===== src/rtl/mem_bus_arbiter_if.sv =====
`default_nettype none
// ============================================================================
// Module      : mem_bus_arbiter_if
// Description : Bundle of the two requester ports and the shared memory port
//               around mem_bus_arbiter. The slave modport is the arbiter's
//               view; the master modport is the view of the requesters and
//               the memory model that surround it.
// Revision    : 1.0 - initial release
// ============================================================================
interface mem_bus_arbiter_if #(
    parameter int ADDR_W = 64,
    parameter int DATA_W = 64
);

    // Requester port 0 (instruction fetch)
    logic              m0_req;
    logic              m0_we;
    logic [ADDR_W-1:0] m0_addr;
    logic [DATA_W-1:0] m0_wdata;
    logic              m0_done;
    logic [DATA_W-1:0] m0_rdata;

    // Requester port 1 (data load/store)
    logic              m1_req;
    logic              m1_we;
    logic [ADDR_W-1:0] m1_addr;
    logic [DATA_W-1:0] m1_wdata;
    logic              m1_done;
    logic [DATA_W-1:0] m1_rdata;

    // Shared memory port
    logic              rw;
    logic [ADDR_W-1:0] addr;
    logic [DATA_W-1:0] write;
    logic [DATA_W-1:0] read;

    // Status
    logic              busy;

    // Arbiter side
    modport slave (
        input  m0_req, m0_we, m0_addr, m0_wdata,
        output m0_done, m0_rdata,
        input  m1_req, m1_we, m1_addr, m1_wdata,
        output m1_done, m1_rdata,
        output rw, addr, write,
        input  read,
        output busy
    );

    // Requester / memory-model side
    modport master (
        output m0_req, m0_we, m0_addr, m0_wdata,
        input  m0_done, m0_rdata,
        output m1_req, m1_we, m1_addr, m1_wdata,
        input  m1_done, m1_rdata,
        input  rw, addr, write,
        output read,
        input  busy
    );

endinterface : mem_bus_arbiter_if
`default_nettype wire


===== src/rtl/mem_bus_arbiter.sv =====
`default_nettype none
// ============================================================================
// Module      : mem_bus_arbiter
// Description : Shares one memory port between an instruction-fetch port (0)
//               and a load/store port (1). One transaction in flight; each
//               access holds the bus for MEM_LATENCY cycles, then a one-cycle
//               RESP state pulses the granted port's done. Contention is
//               resolved round-robin against the last granted port.
// Revision    : 1.0 - initial release
// ============================================================================
module mem_bus_arbiter #(
    parameter int MEM_LATENCY = 1,   // legal range 1..15
    parameter int ADDR_W      = 64,
    parameter int DATA_W      = 64
) (
    input  logic             clk,
    input  logic             rst,
    mem_bus_arbiter_if.slave bus
);

    // Value of the beat counter on the final ACCESS cycle. The counter is
    // 4 bits, which covers every legal latency without wrapping.
    localparam logic [3:0] c_LAST_BEAT = 4'(MEM_LATENCY - 1);

    typedef enum logic [1:0] {
        S_IDLE   = 2'd0,
        S_ACCESS = 2'd1,
        S_RESP   = 2'd2
    } state_t;

    state_t            r_state;
    state_t            w_state_nxt;

    // Grant decision made in IDLE
    logic              w_gnt_vld;
    logic              w_gnt_sel;     // 0 = port 0, 1 = port 1
    logic              w_last_beat;   // final ACCESS cycle

    // Registered copy of the granted request and bus drive
    logic [ADDR_W-1:0] r_addr;
    logic [DATA_W-1:0] r_write;
    logic              r_rw;
    logic              r_we;
    logic              r_gnt;
    logic              r_last_gnt;
    logic [3:0]        r_cnt;

    // Per-port read-data buffers; they only change on a completed read
    logic [DATA_W-1:0] r_rdata0;
    logic [DATA_W-1:0] r_rdata1;

    // State register
    always_ff @(posedge clk) begin
        if (rst) begin
            r_state <= S_IDLE;
        end else begin
            r_state <= w_state_nxt;
        end
    end

    // Next-state logic and grant selection
    always_comb begin
        w_state_nxt = r_state;
        w_gnt_vld   = 1'b0;
        w_gnt_sel   = 1'b0;
        w_last_beat = 1'b0;
        case (r_state)
            S_IDLE: begin
                if (bus.m0_req || bus.m1_req) begin
                    w_gnt_vld   = 1'b1;
                    // Both requesting: the port not served last time wins.
                    if (bus.m0_req && bus.m1_req) begin
                        w_gnt_sel = ~r_last_gnt;
                    end else begin
                        w_gnt_sel = bus.m1_req;
                    end
                    w_state_nxt = S_ACCESS;
                end
            end
            S_ACCESS: begin
                if (r_cnt == c_LAST_BEAT) begin
                    w_last_beat = 1'b1;
                    w_state_nxt = S_RESP;
                end
            end
            S_RESP: begin
                w_state_nxt = S_IDLE;
            end
            default: begin
                w_state_nxt = S_IDLE;
            end
        endcase
    end

    // Latch the granted request onto the bus, count the access beats and
    // capture read data on the last beat
    always_ff @(posedge clk) begin
        if (rst) begin
            r_addr     <= '0;
            r_write    <= '0;
            r_rw       <= 1'b0;
            r_we       <= 1'b0;
            r_gnt      <= 1'b0;
            r_last_gnt <= 1'b1;
            r_cnt      <= 4'd0;
            r_rdata0   <= '0;
            r_rdata1   <= '0;
        end else begin
            if (w_gnt_vld) begin
                r_addr     <= w_gnt_sel ? bus.m1_addr  : bus.m0_addr;
                r_write    <= w_gnt_sel ? bus.m1_wdata : bus.m0_wdata;
                r_rw       <= w_gnt_sel ? bus.m1_we    : bus.m0_we;
                r_we       <= w_gnt_sel ? bus.m1_we    : bus.m0_we;
                r_gnt      <= w_gnt_sel;
                r_last_gnt <= w_gnt_sel;
                r_cnt      <= 4'd0;
            end else if (r_state == S_IDLE) begin
                r_rw <= 1'b0;
            end

            if (r_state == S_ACCESS) begin
                r_cnt <= r_cnt + 4'd1;
            end

            if (w_last_beat) begin
                // The write strobe covers exactly the ACCESS cycles.
                r_rw <= 1'b0;
                if (!r_we) begin
                    if (r_gnt) begin
                        r_rdata1 <= bus.read;
                    end else begin
                        r_rdata0 <= bus.read;
                    end
                end
            end
        end
    end

    // Output drive: bus signals straight from registers, done/busy decoded
    // from state so they drop together with the reset edge
    assign bus.rw       = r_rw;
    assign bus.addr     = r_addr;
    assign bus.write    = r_write;
    assign bus.m0_rdata = r_rdata0;
    assign bus.m1_rdata = r_rdata1;
    assign bus.m0_done  = (r_state == S_RESP) && !r_gnt;
    assign bus.m1_done  = (r_state == S_RESP) &&  r_gnt;
    assign bus.busy     = (r_state != S_IDLE);

endmodule : mem_bus_arbiter
`default_nettype wire


===== src/flat_wrapper.sv =====
// flat-port wrapper written by rule: the top's interface ports become plain ports
module mem_bus_arbiter_flat 
#(
    parameter int MEM_LATENCY = 1,                       
    parameter int ADDR_W      = 64,
    parameter int DATA_W      = 64
)
  (clk, rst, bus_m0_req, bus_m0_we, bus_m0_addr, bus_m0_wdata, bus_m0_done, bus_m0_rdata, bus_m1_req, bus_m1_we, bus_m1_addr, bus_m1_wdata, bus_m1_done, bus_m1_rdata, bus_rw, bus_addr, bus_write, bus_read, bus_busy);
  mem_bus_arbiter_if #(.ADDR_W(ADDR_W), .DATA_W(DATA_W)) bus_i ();
  input  logic clk;
  input  logic rst;
  input wire logic [$bits(bus_i.m0_req)-1:0] bus_m0_req;
  input wire logic [$bits(bus_i.m0_we)-1:0] bus_m0_we;
  input wire logic [$bits(bus_i.m0_addr)-1:0] bus_m0_addr;
  input wire logic [$bits(bus_i.m0_wdata)-1:0] bus_m0_wdata;
  output wire logic [$bits(bus_i.m0_done)-1:0] bus_m0_done;
  output wire logic [$bits(bus_i.m0_rdata)-1:0] bus_m0_rdata;
  input wire logic [$bits(bus_i.m1_req)-1:0] bus_m1_req;
  input wire logic [$bits(bus_i.m1_we)-1:0] bus_m1_we;
  input wire logic [$bits(bus_i.m1_addr)-1:0] bus_m1_addr;
  input wire logic [$bits(bus_i.m1_wdata)-1:0] bus_m1_wdata;
  output wire logic [$bits(bus_i.m1_done)-1:0] bus_m1_done;
  output wire logic [$bits(bus_i.m1_rdata)-1:0] bus_m1_rdata;
  output wire logic [$bits(bus_i.rw)-1:0] bus_rw;
  output wire logic [$bits(bus_i.addr)-1:0] bus_addr;
  output wire logic [$bits(bus_i.write)-1:0] bus_write;
  input wire logic [$bits(bus_i.read)-1:0] bus_read;
  output wire logic [$bits(bus_i.busy)-1:0] bus_busy;
  assign bus_i.m0_req = bus_m0_req;
  assign bus_i.m0_we = bus_m0_we;
  assign bus_i.m0_addr = bus_m0_addr;
  assign bus_i.m0_wdata = bus_m0_wdata;
  assign bus_m0_done = bus_i.m0_done;
  assign bus_m0_rdata = bus_i.m0_rdata;
  assign bus_i.m1_req = bus_m1_req;
  assign bus_i.m1_we = bus_m1_we;
  assign bus_i.m1_addr = bus_m1_addr;
  assign bus_i.m1_wdata = bus_m1_wdata;
  assign bus_m1_done = bus_i.m1_done;
  assign bus_m1_rdata = bus_i.m1_rdata;
  assign bus_rw = bus_i.rw;
  assign bus_addr = bus_i.addr;
  assign bus_write = bus_i.write;
  assign bus_i.read = bus_read;
  assign bus_busy = bus_i.busy;
  mem_bus_arbiter #(.MEM_LATENCY(MEM_LATENCY), .ADDR_W(ADDR_W), .DATA_W(DATA_W)) u_core (.clk(clk), .rst(rst), .bus(bus_i));
endmodule

===== config.mk =====
export PLATFORM = sky130hd
export DESIGN_NAME = mem_bus_arbiter_flat
export DESIGN_NICKNAME = d
export VERILOG_FILES = /design/src/rtl/mem_bus_arbiter_if.sv /design/src/rtl/mem_bus_arbiter.sv /design/src/flat_wrapper.sv
export SDC_FILE = /design/constraint.sdc
export NUM_CORES = 1
export LEC_CHECK = 0
export CAP_MARGIN = 20
export CELL_PAD_IN_SITES_DETAIL_PLACEMENT = 0
export CELL_PAD_IN_SITES_GLOBAL_PLACEMENT = 1
export CORE_AREA = 2 2 227 229
export CTS_BUF_LIST = sky130_fd_sc_hd__clkbuf_8
export CTS_CLUSTER_SIZE = 16
export DETAILED_ROUTE_END_ITERATION = 10
export DIE_AREA = 0 0 229 231
export GPL_TIMING_DRIVEN = 1
export PLACE_DENSITY = 0.68
export SKIP_LAST_GASP = 1
export SLEW_MARGIN = 20
export SYNTH_ARGS = -nofsm -noshare
export SYNTH_HDL_FRONTEND = slang
export SYNTH_SLANG_ARGS = --single-unit

===== constraint.sdc =====
create_clock -name clk -period 3.1 [get_ports clk]
set_clock_uncertainty 0.1 [all_clocks]
set_input_delay 0.62 -clock clk [delete_from_list [all_inputs] [get_ports clk]]
set_output_delay 0.62 -clock clk [all_outputs]
set_load 0.05 [all_outputs]

### After elaboration in Yosys (flattened, before gate mapping)

Cells that the tools add are included.

| operators by class | value |
|---|---|
| equality and inequality tests | 4 |
| add/subtract/negate cells | 1 |
| reductions and logical operators | 14 |
| mux-type cells | 17 |
| bitwise gates (word level) | 3 |

Operators with widths:

| kind | number |
|---|---|
| 2-to-1 mux 64 bit | 2 |
| 2-to-1 mux 1 bit | 10 |
| 2-to-1 mux 4 bit | 2 |
| AND reduction 3 bit | 2 |
| nonzero test 2 bit | 3 |
| adder 4 x 1 -> 4 bit, second input constant | 1 |
| logical NOT 4 bit | 1 |
| 2-to-1 mux 2 bit | 2 |
| != test 2 x 1 -> 1 bit, second input constant | 2 |
| one-hot mux 2 bit (2 select lines) | 1 |
| logical AND 1 bit | 3 |
| inverter 1 bit | 3 |
| equality test 2 x 1 -> 1 bit, second input constant | 1 |
| equality test 2 bit, second input constant | 1 |
| logical NOT 2 bit | 1 |
| AND reduction 2 bit | 1 |
| OR reduction 2 bit | 1 |
| logical NOT 1 bit | 1 |
| logical OR 1 bit | 1 |

| storage, ports and cells | value |
|---|---|
| word-level logic and storage cells | 49 |
| input port bits | 326 |
| bits in registers | 266 |
| output and inout bits | 260 |

### Depth between registers and ports, before layout

| logic depth | value |
|---|---|
| word-level depth | 6 |
| mapped depth | 8 |

### Worst setup path before layout

OpenSTA, ideal clock, no wires.

| path | value |
|---|---|
| kind | reg2out |
| from | register u_core.r_state[1] |
| to | output bus_m0_done |
| slack | 0.817 ns |
| buffers on the path | 0 |
| data arrival time | 1.563 ns |
| cell stages (with the launch flop) | 2 |
| cells stage by stage | dfxtp_1 > nor3b_1 |

| between the ends | value |
|---|---|
| word-level cells in the longest chain between the ends | 2 |

Ends and longest elaborated chain:

| item | RTL line | source |
|---|---|---|
| start: declaration | mem_bus_arbiter.sv:31 | `state_t r_state;` |
| start signal: assignment | mem_bus_arbiter.sv:57 | `r_state <= w_state_nxt;` |
| equality test 2 bit | mem_bus_arbiter.sv:146 | `assign bus.m0_done = (r_state == S_RESP) && !r_gnt;` |
| logical AND 1 bit | mem_bus_arbiter.sv:146 |  |
| end: declaration | flat_wrapper.sv:16 | `output wire logic [$bits(bus_i.m0_done)-1:0] bus_m0_done;` |

No other way between the ends.

### Final worst setup path

Same ends and word-level chain as after synthesis.

==> summary.txt <==
Status
  • Status: complete, no violations

Logic synthesis
  • Post-Synthesis Cells: 1,328
  • Syn Std Cell Area: 11,500 sq um
  • Seq/Total Area, Yosys: 0.464
  • Largest family of logic cells by synthesized area: simple AND/OR/NAND/NOR gates
  • Multiplexer share of the synthesized area: 0.000982
  • Register bit count reported by yosys: 266
  • Syn Area/Cell: 8.64 sq um
  • Post-synth cell types: 34
  • Synth top area share: 0.464
  • Post-synthesis compound-gate area fraction: 0.0627
  • Simple-Gate Fraction of Synth Area: 0.408
  • Xor/xnor share of the synthesized area: 0
  • Synth warnings: 0
  • Synth area leader: dfxtp_1
  • Syn nets: 1,656
  • Adder-Cell Fraction of Synth Area: 0.00218
  • Largest cells by area after synthesis: dfxtp_1 46%, nor4_2 11%, nand2_1 8.6%

STA
  • Relative slew slack: 0.533
  • Sum Neg Setup Slack: 0 ns
  • Final WS setup: 0.264 ns
  • RSZ-0062 raised after global routing: false
  • Setup violations, final: 0
  • Final min period: 2.84 ns
  • Max Fclk: 353 MHz
  • Final period utilization: 0.915
  • Worst Tran Pin Value: 0.699 ns
  • Final Hold Fails: 0
  • Pins over their slew limit: 0

Floorplanning
  • Die area: 52,900 sq um
  • Std-Cell Rows: 83
  • Die extent in y: 231 microns
  • Core area: 50,700 sq um
  • IO Count: 586
  • Initial Util: 0.226
  • Die width: 229 microns

Placed design
  • DP HPWL: 34.4 mm
  • DP Cell Count: 2,516
  • Port buffer count: 585
  • Routability cong.: 0.872
  • Placement Setup Slack: 0.369 ns

Global route
  • Total gr overflow: 0
  • Total track usage: 0.173
  • First-pass GRT wire length: 71.2 mm
  • Initial antenna violation count: 3
  • Vias in the first global route: 11,645
  • Largest net degree at the start of global routing: 89

Power and ir drop
  • Power Density: 582 nW/um^2
  • Leakage: 6.65 nW
  • Worst vdd ir: 0.271 mV
  • Design Power: 0.0111 W

Drt
  • DRC errors left: 0
  • Detailed Route Iter0 Violations: 497
  • Routed vias/inst: 4.40
  • Drt first pass iters: 4
  • DR WL/cell: 18.5 microns
  • Overall routed net length: 48.1 mm
  • DRT antenna net count: 0
  • Via count of the routed design: 11,483

Cells and area
  • Fraction of layout cells with a size suffix above 1: 0.167
  • Final cell count without fillers: 2,607
  • Area growth from synthesis to layout: 65.8%
  • Layout fillers: 5,258
  • Nets: 2,217

Clock tree
  • Clock transition at the registers of the reported paths: 0.06 ns
  • Root buffer cell: clkbuf_8
  • Post-CTS setup repair buffer count: 0
  • Clk sinks: 266
  • # hold bufs at CTS: 0
  • Longest Clk Path Bufs: 3
  • CTS Buf Count: 51
  • CTS tree: done
  • # resized after CTS: 0
  • Htree depth: 2
  • Clock latency on the worst-skew pair: 0.62 ns

Worst hold path
  • Min-delay worst type: input port to flop

Worst setup path
  • CP Capture Type: output pin
  • Worst EP required: 2.38 ns
  • CP Launch Type: flop
  • Worst-path maximum fanout: 5
  • Crit Path Class: flop to output pin
  • CP arrival: 2.12 ns

Run
  • Max-cap viol count: 0
==> stage by stage <==
step                area, sq um  hold slack [ns]  utilization
floorplan                 11500            0.360            -
global placement          18000            0.341        0.355
detailed placement        18000            0.346        0.355
CTS                       19000            0.259        0.375
global route              19000            0.298        0.375
finish                    19000            0.332        0.375
==> critical path, cell delays in order, from the launching register on <==
cell and delay (ns):
dfxtp_1 0.40, nor3b_1 0.22, clkdlybuf4s50_1 0.88
==> synthesized netlist by cell type <==
master,count
and3_1,1
inv_1,3
o21ai_4,1
a21boi_2,1
or2_2,2
buf_4,11
ha_1,2
dfxtp_1,266
nor4_1,30
buf_2,39
buf_1,2
nor3b_2,1
nand4b_1,1
nand2_1,264
nor2_1,261
and3b_1,1
mux2_2,1
buf_12,11
and2_1,1
o21a_1,1
nor3b_1,1
a221oi_1,1
clkbuf_1,52
nand3_2,1
nand4_1,1
nor4_2,99
a21oi_1,135
nor3_1,30
nor3_2,99
nand2b_1,2
and2b_1,1
nand3_1,4
nor2_4,1
and4b_1,1
==> layout make-up <==
class / count / area, sq um / share of cell area
timing repair buffer: 623 / 6330 / 0.333
multi-input combinational: 944 / 5450 / 0.287
sequential: 266 / 5330 / 0.280
clock buffer: 65 / 895 / 0.0470
tap: 680 / 851 / 0.0447
clock inverter: 24 / 141 / 0.00744
inverter: 3 / 11.3 / 0.000592
antenna: 2 / 5.00 / 0.000263
==> where the power goes <==
group	switching [W]	total (W)	internal, W
logic	0.00224	0.00357	0.00133
clock network	0.00162	0.00357	0.00196
registers	0.000176	0.00391	0.00374
==> layout by cell type, fill, tap and decap left out, drive strengths merged, types with 5 or more instances in the layout <==
cell and count:
clkdlybuf4s50 584, dfxtp 266, nand2 264, nor2 262
a21oi 135, nor3 129, nor4 129, clkbuf 65
buf 39, inv 21, nand3 5, clkinv 5
==> registers in the layout, indices dropped and copies added, names as in the netlist, 2 cells and up <==
signal / count
u_core.bus.write: 64
u_core.bus.m1_rdata: 64
u_core.bus.m0_rdata: 64
u_core.r_state: 2
u_core.r_cnt: 4
u_core.bus.addr: 64
==> cell families (layout without fill, tap and decap cells) <==
kind of cell,after synthesis,in the layout
adder cells (fa/ha/maj),2,2
other,0,2
multiplexers,1,1
AND/OR/NAND/NOR,802,802
buffers and inverters,118,715
flip-flops,266,266
AO/OA/AOI/OAI,139,139
==> worst paths after layout <==
path                                start                      end  slack, ns  cells after the start
setup / recovery        u_core.r_state[1]              bus_m0_done       0.26                      2
hold / removal                        rst  u_core.bus.m1_rdata[16]       0.33                      2
setup reg to reg          u_core.r_cnt[0]  u_core.bus.m1_rdata[28]       0.82                      7
hold reg to reg   u_core.bus.m0_rdata[45]  u_core.bus.m0_rdata[45]       0.35                      2
==> metal layers <==
layer	routed length [microns]	global-route usage
met2	23700	0.296
met3	3060	0.0458
met1	19700	0.206
met4	1660	0.0704
met5	13	0
Note: power is estimated with default switching activity, not from simulation.
